--- config.mk ---
export PLATFORM = sky130hd
export DESIGN_NAME = uart_tx
export DESIGN_NICKNAME = d
export VERILOG_FILES = /design/src/rtl/uart_tx.sv
export SDC_FILE = /design/constraint.sdc
export NUM_CORES = 1
export LEC_CHECK = 0
export ABC_AREA = 0
export CAP_MARGIN = 15
export CORE_MARGIN = 8
export CORE_UTILIZATION = 50
export DETAILED_ROUTE_END_ITERATION = 10
export MAX_ROUTING_LAYER = met4
export PLACE_DENSITY = 0.78
export SLEW_MARGIN = 0
export SYNTH_ARGS = -nofsm -noshare
export SYNTH_HDL_FRONTEND = slang
export SYNTH_SLANG_ARGS = --single-unit
--- constraint.sdc ---
create_clock -name clk -period 4.2 [get_ports clk]
set_input_delay 0.42 -clock clk [delete_from_list [all_inputs] [get_ports clk]]
set_output_delay 0.42 -clock clk [all_outputs]
set_load 0.01 [all_outputs]
--- src/rtl/uart_tx.sv ---
// rtl/uart_tx.sv - UART transmitter, 16x tick oversampling, optional even parity, 1 or 2 stop bits.
// Define UART_TX_HOLD_EN to add a one-entry hold buffer for gap-free back-to-back frames.
module uart_tx #(
  parameter int NO_OF_BITS    = 8,
  parameter int PARITY_ENABLE = 0,
  parameter int STOP_BIT      = 1
) (
  input  logic                  clk,
  input  logic                  rst,
  input  logic                  tick,
  input  logic                  Tx_Start,
  input  logic [NO_OF_BITS-1:0] Tx_Din,
  output logic                  Tx,
  output logic                  Tx_Busy,
  output logic                  Tx_Ready,
  output logic                  Tx_Done
);

  typedef enum logic [2:0] {
    S_IDLE,
    S_START,
    S_DATA,
    S_PARITY,
    S_STOP
  } state_t;

  localparam logic [5:0] BIT_LAST  = 6'd15;
  localparam logic [5:0] STOP_LAST = (STOP_BIT != 0) ? 6'd15 : 6'd31;
  localparam logic [3:0] DATA_LAST = 4'(NO_OF_BITS - 1);

  state_t                r_state, w_state_nxt;
  logic [5:0]            r_tick_cnt, w_tick_cnt_nxt;
  logic [3:0]            r_bit_cnt, w_bit_cnt_nxt;
  logic [NO_OF_BITS-1:0] r_shift, w_shift_nxt;
  logic                  r_parity, w_parity_nxt;
  logic                  r_tx, w_tx_nxt;
  logic                  r_busy;
  logic                  r_done, w_done_nxt;
  logic                  w_load;
  logic [NO_OF_BITS-1:0] w_load_data;
`ifdef UART_TX_HOLD_EN
  logic [NO_OF_BITS-1:0] r_hold, w_hold_nxt;
  logic                  r_hold_full, w_hold_full_nxt;
`endif

  always_ff @(posedge clk) begin
    if (rst) begin
      r_state    <= S_IDLE;
      r_tick_cnt <= '0;
      r_bit_cnt  <= '0;
      r_shift    <= '0;
      r_parity   <= 1'b0;
      r_tx       <= 1'b1;
      r_busy     <= 1'b0;
      r_done     <= 1'b0;
`ifdef UART_TX_HOLD_EN
      r_hold      <= '0;
      r_hold_full <= 1'b0;
`endif
    end else begin
      r_state    <= w_state_nxt;
      r_tick_cnt <= w_tick_cnt_nxt;
      r_bit_cnt  <= w_bit_cnt_nxt;
      r_shift    <= w_shift_nxt;
      r_parity   <= w_parity_nxt;
      r_tx       <= w_tx_nxt;
      r_busy     <= (w_state_nxt != S_IDLE);
      r_done     <= w_done_nxt;
`ifdef UART_TX_HOLD_EN
      r_hold      <= w_hold_nxt;
      r_hold_full <= w_hold_full_nxt;
`endif
    end
  end

  always_comb begin
    w_state_nxt    = r_state;
    w_tick_cnt_nxt = r_tick_cnt;
    w_bit_cnt_nxt  = r_bit_cnt;
    w_shift_nxt    = r_shift;
    w_parity_nxt   = r_parity;
    w_done_nxt     = 1'b0;
    w_load         = 1'b0;
    w_load_data    = Tx_Din;
    w_tx_nxt       = 1'b1;
`ifdef UART_TX_HOLD_EN
    w_hold_nxt      = r_hold;
    w_hold_full_nxt = r_hold_full;
`endif

    case (r_state)
      S_IDLE: begin
        w_tick_cnt_nxt = '0;
`ifdef UART_TX_HOLD_EN
        w_load = Tx_Start;
`else
        // A request landing in the Tx_Done cycle belongs to the frame just finished.
        w_load = Tx_Start & ~r_done;
`endif
      end
      S_START: begin
        if (tick) begin
          if (r_tick_cnt == BIT_LAST) begin
            w_tick_cnt_nxt = '0;
            w_bit_cnt_nxt  = '0;
            w_state_nxt    = S_DATA;
          end else begin
            w_tick_cnt_nxt = r_tick_cnt + 6'd1;
          end
        end
      end
      S_DATA: begin
        if (tick) begin
          if (r_tick_cnt == BIT_LAST) begin
            w_tick_cnt_nxt = '0;
            w_shift_nxt    = r_shift >> 1;
            if (r_bit_cnt == DATA_LAST) begin
              w_bit_cnt_nxt = '0;
              w_state_nxt   = (PARITY_ENABLE != 0) ? S_PARITY : S_STOP;
            end else begin
              w_bit_cnt_nxt = r_bit_cnt + 4'd1;
            end
          end else begin
            w_tick_cnt_nxt = r_tick_cnt + 6'd1;
          end
        end
      end
      S_PARITY: begin
        if (tick) begin
          if (r_tick_cnt == BIT_LAST) begin
            w_tick_cnt_nxt = '0;
            w_state_nxt    = S_STOP;
          end else begin
            w_tick_cnt_nxt = r_tick_cnt + 6'd1;
          end
        end
      end
      S_STOP: begin
        if (tick) begin
          if (r_tick_cnt == STOP_LAST) begin
            w_tick_cnt_nxt = '0;
            w_done_nxt     = 1'b1;
            w_state_nxt    = S_IDLE;
`ifdef UART_TX_HOLD_EN
            if (r_hold_full) begin
              w_load          = 1'b1;
              w_load_data     = r_hold;
              w_hold_full_nxt = 1'b0;
            end else begin
              w_load = Tx_Start;
            end
`endif
          end else begin
            w_tick_cnt_nxt = r_tick_cnt + 6'd1;
          end
        end
      end
      default: w_state_nxt = S_IDLE;
    endcase

`ifdef UART_TX_HOLD_EN
    if (Tx_Start && (r_state != S_IDLE) && !r_hold_full && !w_load) begin
      w_hold_nxt      = Tx_Din;
      w_hold_full_nxt = 1'b1;
    end
`endif

    if (w_load) begin
      w_state_nxt    = S_START;
      w_tick_cnt_nxt = '0;
      w_bit_cnt_nxt  = '0;
      w_shift_nxt    = w_load_data;
      w_parity_nxt   = ^w_load_data;
    end

    // Line level is registered from the next state so Tx changes on the same edge as the state.
    case (w_state_nxt)
      S_START:  w_tx_nxt = 1'b0;
      S_DATA:   w_tx_nxt = w_shift_nxt[0];
      S_PARITY: w_tx_nxt = w_parity_nxt;
      default:  w_tx_nxt = 1'b1;
    endcase
  end

  assign Tx      = r_tx;
  assign Tx_Busy = r_busy;
  assign Tx_Done = r_done;
`ifdef UART_TX_HOLD_EN
  assign Tx_Ready = ~r_busy | ~r_hold_full;
`else
  assign Tx_Ready = ~r_busy;
`endif

endmodule

==> run metrics, run 1 <==
Max VDD drop=0.243 mV; sequential cell area fraction in the yosys report=0.376; area delta synth->final=13.4%; reg2reg start=r_tick_cnt[0]; Min Hold Slack=485 ps; Net Count, Synth=172; dominant synthesized flop cell=dfxtp_1; Clock Latency Late Sink=320 ps; GRT met3 Usage=0.0215; pwr dens=288 nW/um^2; CP Capture Type=flop; MaxCap Viol Count=0; clk_skew=0.901 ps; Peak Freq=418 MHz; first-pass GRT wire length=5210 um; hold_buf cts=0; CORE AREA=2500 um^2; Reg2Reg Depth=5; Final #Nets=183; IO Pins=16; post-DP HPWL=2200 um; Initial DRT Pass Iterations=4; Worst Max-Slew Pin Slew=665 ps; Wirelength per Cell=14.7 um; period utilization=0.570; initial antenna violation count=0; FFs w/ async S/R, synth=0; htree depth=1; number of DRC markers in iteration 0=70; Post-synth EDFFs=0; Ys Warns=0; CP arrival=2650 ps; die area=4570 um^2; GR Overflow Total=0; hold_sp=r_shift[7]; crit path kind=in2reg; FP Rows=18; Yosys top cell area share=0.376; Initial Util=0.533; number of routed nets with antenna violations=0; layer with the highest usage=met2; met2 usage=0.238; Final Hold Viols=0; Root Buffer=clkbuf_4; Residual DRC=0; reg-to-reg setup timing slack=1980 ps; Yosys top cell by area=dfxtp_1; Worst-path clk slew=130 ps; status=finished clean; Design Power=0.436 mW; Hold Path Class=reg2reg; Num CTS Buffers=3; Total GRT Usage=0.147; CTS Buffer Depth=2; die height=67.6 um; min Tclk post-route=2390 ps; GR Util met1=0.177; Synth area leaders=dfxtp_1 (38%), nor2_1 (5.4%), mux2i_1 (5.3%); setup TNS=0 ps; Worst Hold End=r_shift[7]; antenna diode count=0; total clock sinks=25; Mean Syn Cell Area=8.43 um^2; max-slew violations=0; Post-Route WL=2910 um; hold depth=2; share of post-route cells with drive strength above 1=0.0298; Die Wd=67.6 um; Avg Vias per Cell=6.14; total number of vias=1215; vias in the first global route=1176; CP required=4460 ps; Lkg Pwr=0.533 nW; critical path launch point type=input port; Rel. slew slack=0.555; #FFs+latches synth=25; post-CTS sizing=0; Cells after Synth=158; GP Congestion=0.945; largest net degree at the start of global routing=21; FF-to-FF End=r_bit_cnt[0]; RSZ-0062 raised after global routing=false; CTS tree=done; mapped cell area=1330 um^2; IO Port Bufs=15; library cells used by synthesis=42; crit-path max FO=7; final setup fails=0; number of buffers added for setup after CTS=0
==> stage by stage <==
step | instance area (um^2) | std cells | util | setup slack, ps
2_1_floorplan | 1330 | 158 | - | 2120
3_3_place_gp | 1490 | 194 | 0.594 | 1510
3_5_place_dp | 1490 | 194 | 0.594 | 1480
4_1_cts | 1510 | 198 | 0.605 | 1820
5_1_grt | 1510 | 198 | 0.605 | 1700
6_report | 1510 | 198 | 0.605 | 1810
==> critical path, stage by stage <==
cell and delay [ps]:
clkdlybuf4s50_1 540, or3b_1 490, or4_4 550, or4_1 510, a21oi_1 140
==> metal layers <==
metal | share of wire | up-vias
li1 | - | 607
met1 | 0.44 | 566
met2 | 0.50 | 36
met3 | 0.042 | 6
met4 | 0.016 | 0
met5 | 0 | -
==> cells in the final DEF, fill, tap and decap left out, types with 3 or more instances in the layout <==
master and count:
a211oi_1 8, a21oi_1 12, and3_1 3, clkbuf_4 3, clkdlybuf4s50_1 15, dfxtp_1 25, inv_1 4, mux2i_1 7
nand2_1 7, nand2b_1 3, nand3_1 8, nor2_1 19, nor4_1 3, o21ai_0 7, or4_1 3, xnor2_1 8
==> Yosys cell counts, drive strengths merged, types with 4 or more instances <==
library cell,number
clkbuf,8
nand3,8
dfxtp,25
xnor2,8
mux2i,7
o21ai,7
or4,4
nor2,19
a211oi,8
nand2,7
a21oi,12
inv,4
==> how the worst max path moves through the flow <==
| stage | start | to | depth (start not counted) | slack [ps] |
|---|---|---|---|---|
| floorplan | tick | r_bit_cnt[0] | 5 | 2120 |
| global placement | tick | r_bit_cnt[0] | 5 | 1510 |
| global route | tick | r_bit_cnt[0] | 5 | 1700 |
| detailed placement | tick | r_bit_cnt[0] | 5 | 1480 |
| CTS | tick | r_bit_cnt[0] | 5 | 1820 |
| finish | tick | r_bit_cnt[0] | 5 | 1810 |
==> sequential cells by signal, indices dropped and copies added (netlist names) <==
name and flops:
Tx 1, Tx_Busy 1, Tx_Done 1, r_bit_cnt 4
r_parity 1, r_shift 8, r_state 3, r_tick_cnt 6
==> kinds of logic (layout without fill, tap and decap cells) <==
| family | after synthesis | in the layout | synth area share |
|---|---|---|---|
| simple gates | 61 | 61 | 0.252 |
| compound gates | 39 | 39 | 0.191 |
| flops | 25 | 25 | 0.376 |
| buf+inv | 13 | 23 | 0.0376 |
| xor+xnor | 10 | 10 | 0.0657 |
| mux | 7 | 7 | 0.0526 |
| fa+ha+maj | 3 | 3 | 0.0263 |
==> where the power goes <==
group | internal [mW] | total [mW] | switching, mW
logic | 0.0353 | 0.0719 | 0.0366
clock network | 0.0372 | 0.108 | 0.0709
registers | 0.248 | 0.256 | 0.00749
total | 0.321 | 0.436 | 0.115
==> area by class of cell <==
| type | instances | area (um^2) |
|---|---|---|
| Timing Repair Buffer | 15 | 150 |
| Clock buffer | 4 | 26.3 |
| Tap cell | 30 | 37.5 |
| Fill cell | 232 | 988 |
| Inverter | 4 | 15.0 |
| Sequential cell | 25 | 500 |
| Multi-Input combinational cell | 120 | 782 |
(Power assumes the default switching activity.)
==> run 2, diff against run 1 <==
==> constraint.sdc (replaced) <==
create_clock -name clk -period 2.45 [get_ports clk]
set_input_delay 0.245 -clock clk [delete_from_list [all_inputs] [get_ports clk]]
set_output_delay 0.245 -clock clk [all_outputs]
set_load 0.01 [all_outputs]
==> run metrics, run 2 (same netlist as run 1, synthesis figures left out) <==
status=finished clean; Rel. slew slack=0.706 (+0.151); Initial DRT Pass Iterations=4 (unchanged); Top Registers=r_shift x8, r_tick_cnt x6, r_bit_cnt x4; Clock Latency Late Sink=330 ps (about the same); die area=4570 um^2 (unchanged); max reg flops=8 (unchanged); Final Hold Viols=0 (unchanged); CP required=2720 ps (-1740 ps); max layer used=met4; Max VDD drop=0.374 mV (+54%); Wirelength per Cell=14.9 um (+1.4%); CP Capture Type=flop; Final #Nets=191 (+4.4%); instance area at placement=1550 um^2 (+4.0%); die height=67.6 um (unchanged); post-DP HPWL=2400 um (+9.2%); htree depth=1 (unchanged); first-pass GRT wire length=5350 um (+2.8%); CTS tree=done; Min Hold Slack=479 ps (-5.95 ps); final instance area=1580 um^2 (+4.2%); number of routed nets with antenna violations=0 (unchanged); MaxCap Viol Count=0 (unchanged); total clock sinks=25 (unchanged); antenna diode count=0 (unchanged); Worst-path clk slew=140 ps (about the same); length of routed wiring on met1=1390 um (+8.2%); final setup fails=0 (unchanged); Avg Vias per Cell=6.02 (-1.8%); initial antenna violation count=0 (unchanged); GP Congestion=0.847 (-10%); CP arrival=2290 ps (-360 ps); critical path launch point type=input port; largest net degree at the start of global routing=19 (-9.5%); IO Pins=16 (unchanged); Hold Path Class=reg2reg; CTS Buffer Depth=2 (unchanged); Total GRT Usage=0.151 (+0.00427); period utilization=0.827; crit path kind=in2reg; Met2 Wirelength=1540 um (+5.2%); pwr dens=484 nW/um^2 (+68%); total number of vias=1241 (+2.1%); most frequent cells in the layout=dfxtp_1 (25), nor2_1 (19), clkdlybuf4s50_1 (15); Peak Freq=494 MHz; vias in the first global route=1189 (+1.1%); Lkg Pwr=0.571 nW (+7.1%); Post-Route WL=3070 um (+5.5%); Worst Max-Slew Pin Slew=440 ps (-226 ps); GR Overflow Total=0 (unchanged); setup TNS=0 ps (unchanged); Residual DRC=0 (unchanged); number of DRC markers in iteration 0=81 (+16%); max-slew violations=0 (unchanged); CORE AREA=2500 um^2 (unchanged); area delta synth->final=18.2%; post-CTS sizing=0 (unchanged); met3 WL=124 um (+0.81%); Die Wd=67.6 um (unchanged); RSZ-0062 raised after global routing=false; crit-path max FO=5 (-2); clk_skew=5.86 ps (+4.96 ps); IO Port Bufs=15 (unchanged); Root Buffer=clkbuf_4; FP Rows=18 (unchanged); Layout fillers=225 (-3.0%); Initial Util=0.533 (unchanged); most common cell after layout, fill and taps aside=dfxtp_1; min Tclk post-route=2030 ps; share of post-route cells with drive strength above 1=0.0795 (+0.0498); number of buffers added for setup after CTS=0 (unchanged); hold_buf cts=0 (unchanged); Num CTS Buffers=3 (unchanged); Most flops, register=r_shift
-- run 2: area by class of cell --
cell class                      count  area [um^2]  area share
Multi-Input combinational cell    120          782       0.496
Timing Repair Buffer               23          210       0.133
Tap cell                           30         37.5      0.0238
Clock buffer                        3         22.5      0.0143
Inverter                            4         15.0     0.00953
Sequential cell                    25          500       0.318
Clock inverter                      1         7.51     0.00477
-- run 2: routing by layer --
| metal | global-route usage | vias to the layer above |
|---|---|---|
| met5 | - | - |
| met4 | 0.0287 | 0 |
| met3 | 0.0430 | 4 |
| met2 | 0.256 | 27 |
| met1 | 0.174 | 589 |
| li1 | - | 621 |
-- run 2: path summary, 6_finish.rpt --
kind,cells after the start,start,slack [ps],to
max,5,tick,420,r_bit_cnt[0]
min,2,r_shift[7],480,r_shift[7]
max reg2reg,4,r_tick_cnt[5],440,r_bit_cnt[0]
min reg2reg,2,r_shift[7],480,r_shift[7]
-- run 2: critical path, cell delays in order --
cell and delay, ps:
clkdlybuf4s50_1 480, or3b_1 380, or4_4 520, or4_1 510, a21oi_1 140
-- run 2: power by group --
part           leakage [nW]  internal (mW)  switching, mW  total, mW
registers             0.204          0.426         0.0133      0.439
logic                 0.353         0.0663         0.0648      0.131
clock network        0.0139         0.0625          0.130      0.192
total                 0.571          0.555          0.208      0.763
-- run 2: through the flow --
| stage | cells | power [mW] | util | setup WS (ps) |
|---|---|---|---|---|
| after floorplan | 158 | 0.523 | - | 452 |
| after global placement | 202 | 0.574 | 0.618 | 136 |
| after detailed placement | 202 | 0.579 | 0.618 | 86.4 |
| after CTS | 206 | 0.769 | 0.630 | 425 |
| after global routing | 206 | 0.806 | 0.630 | 344 |
| final | 206 | 0.763 | 0.630 | 424 |
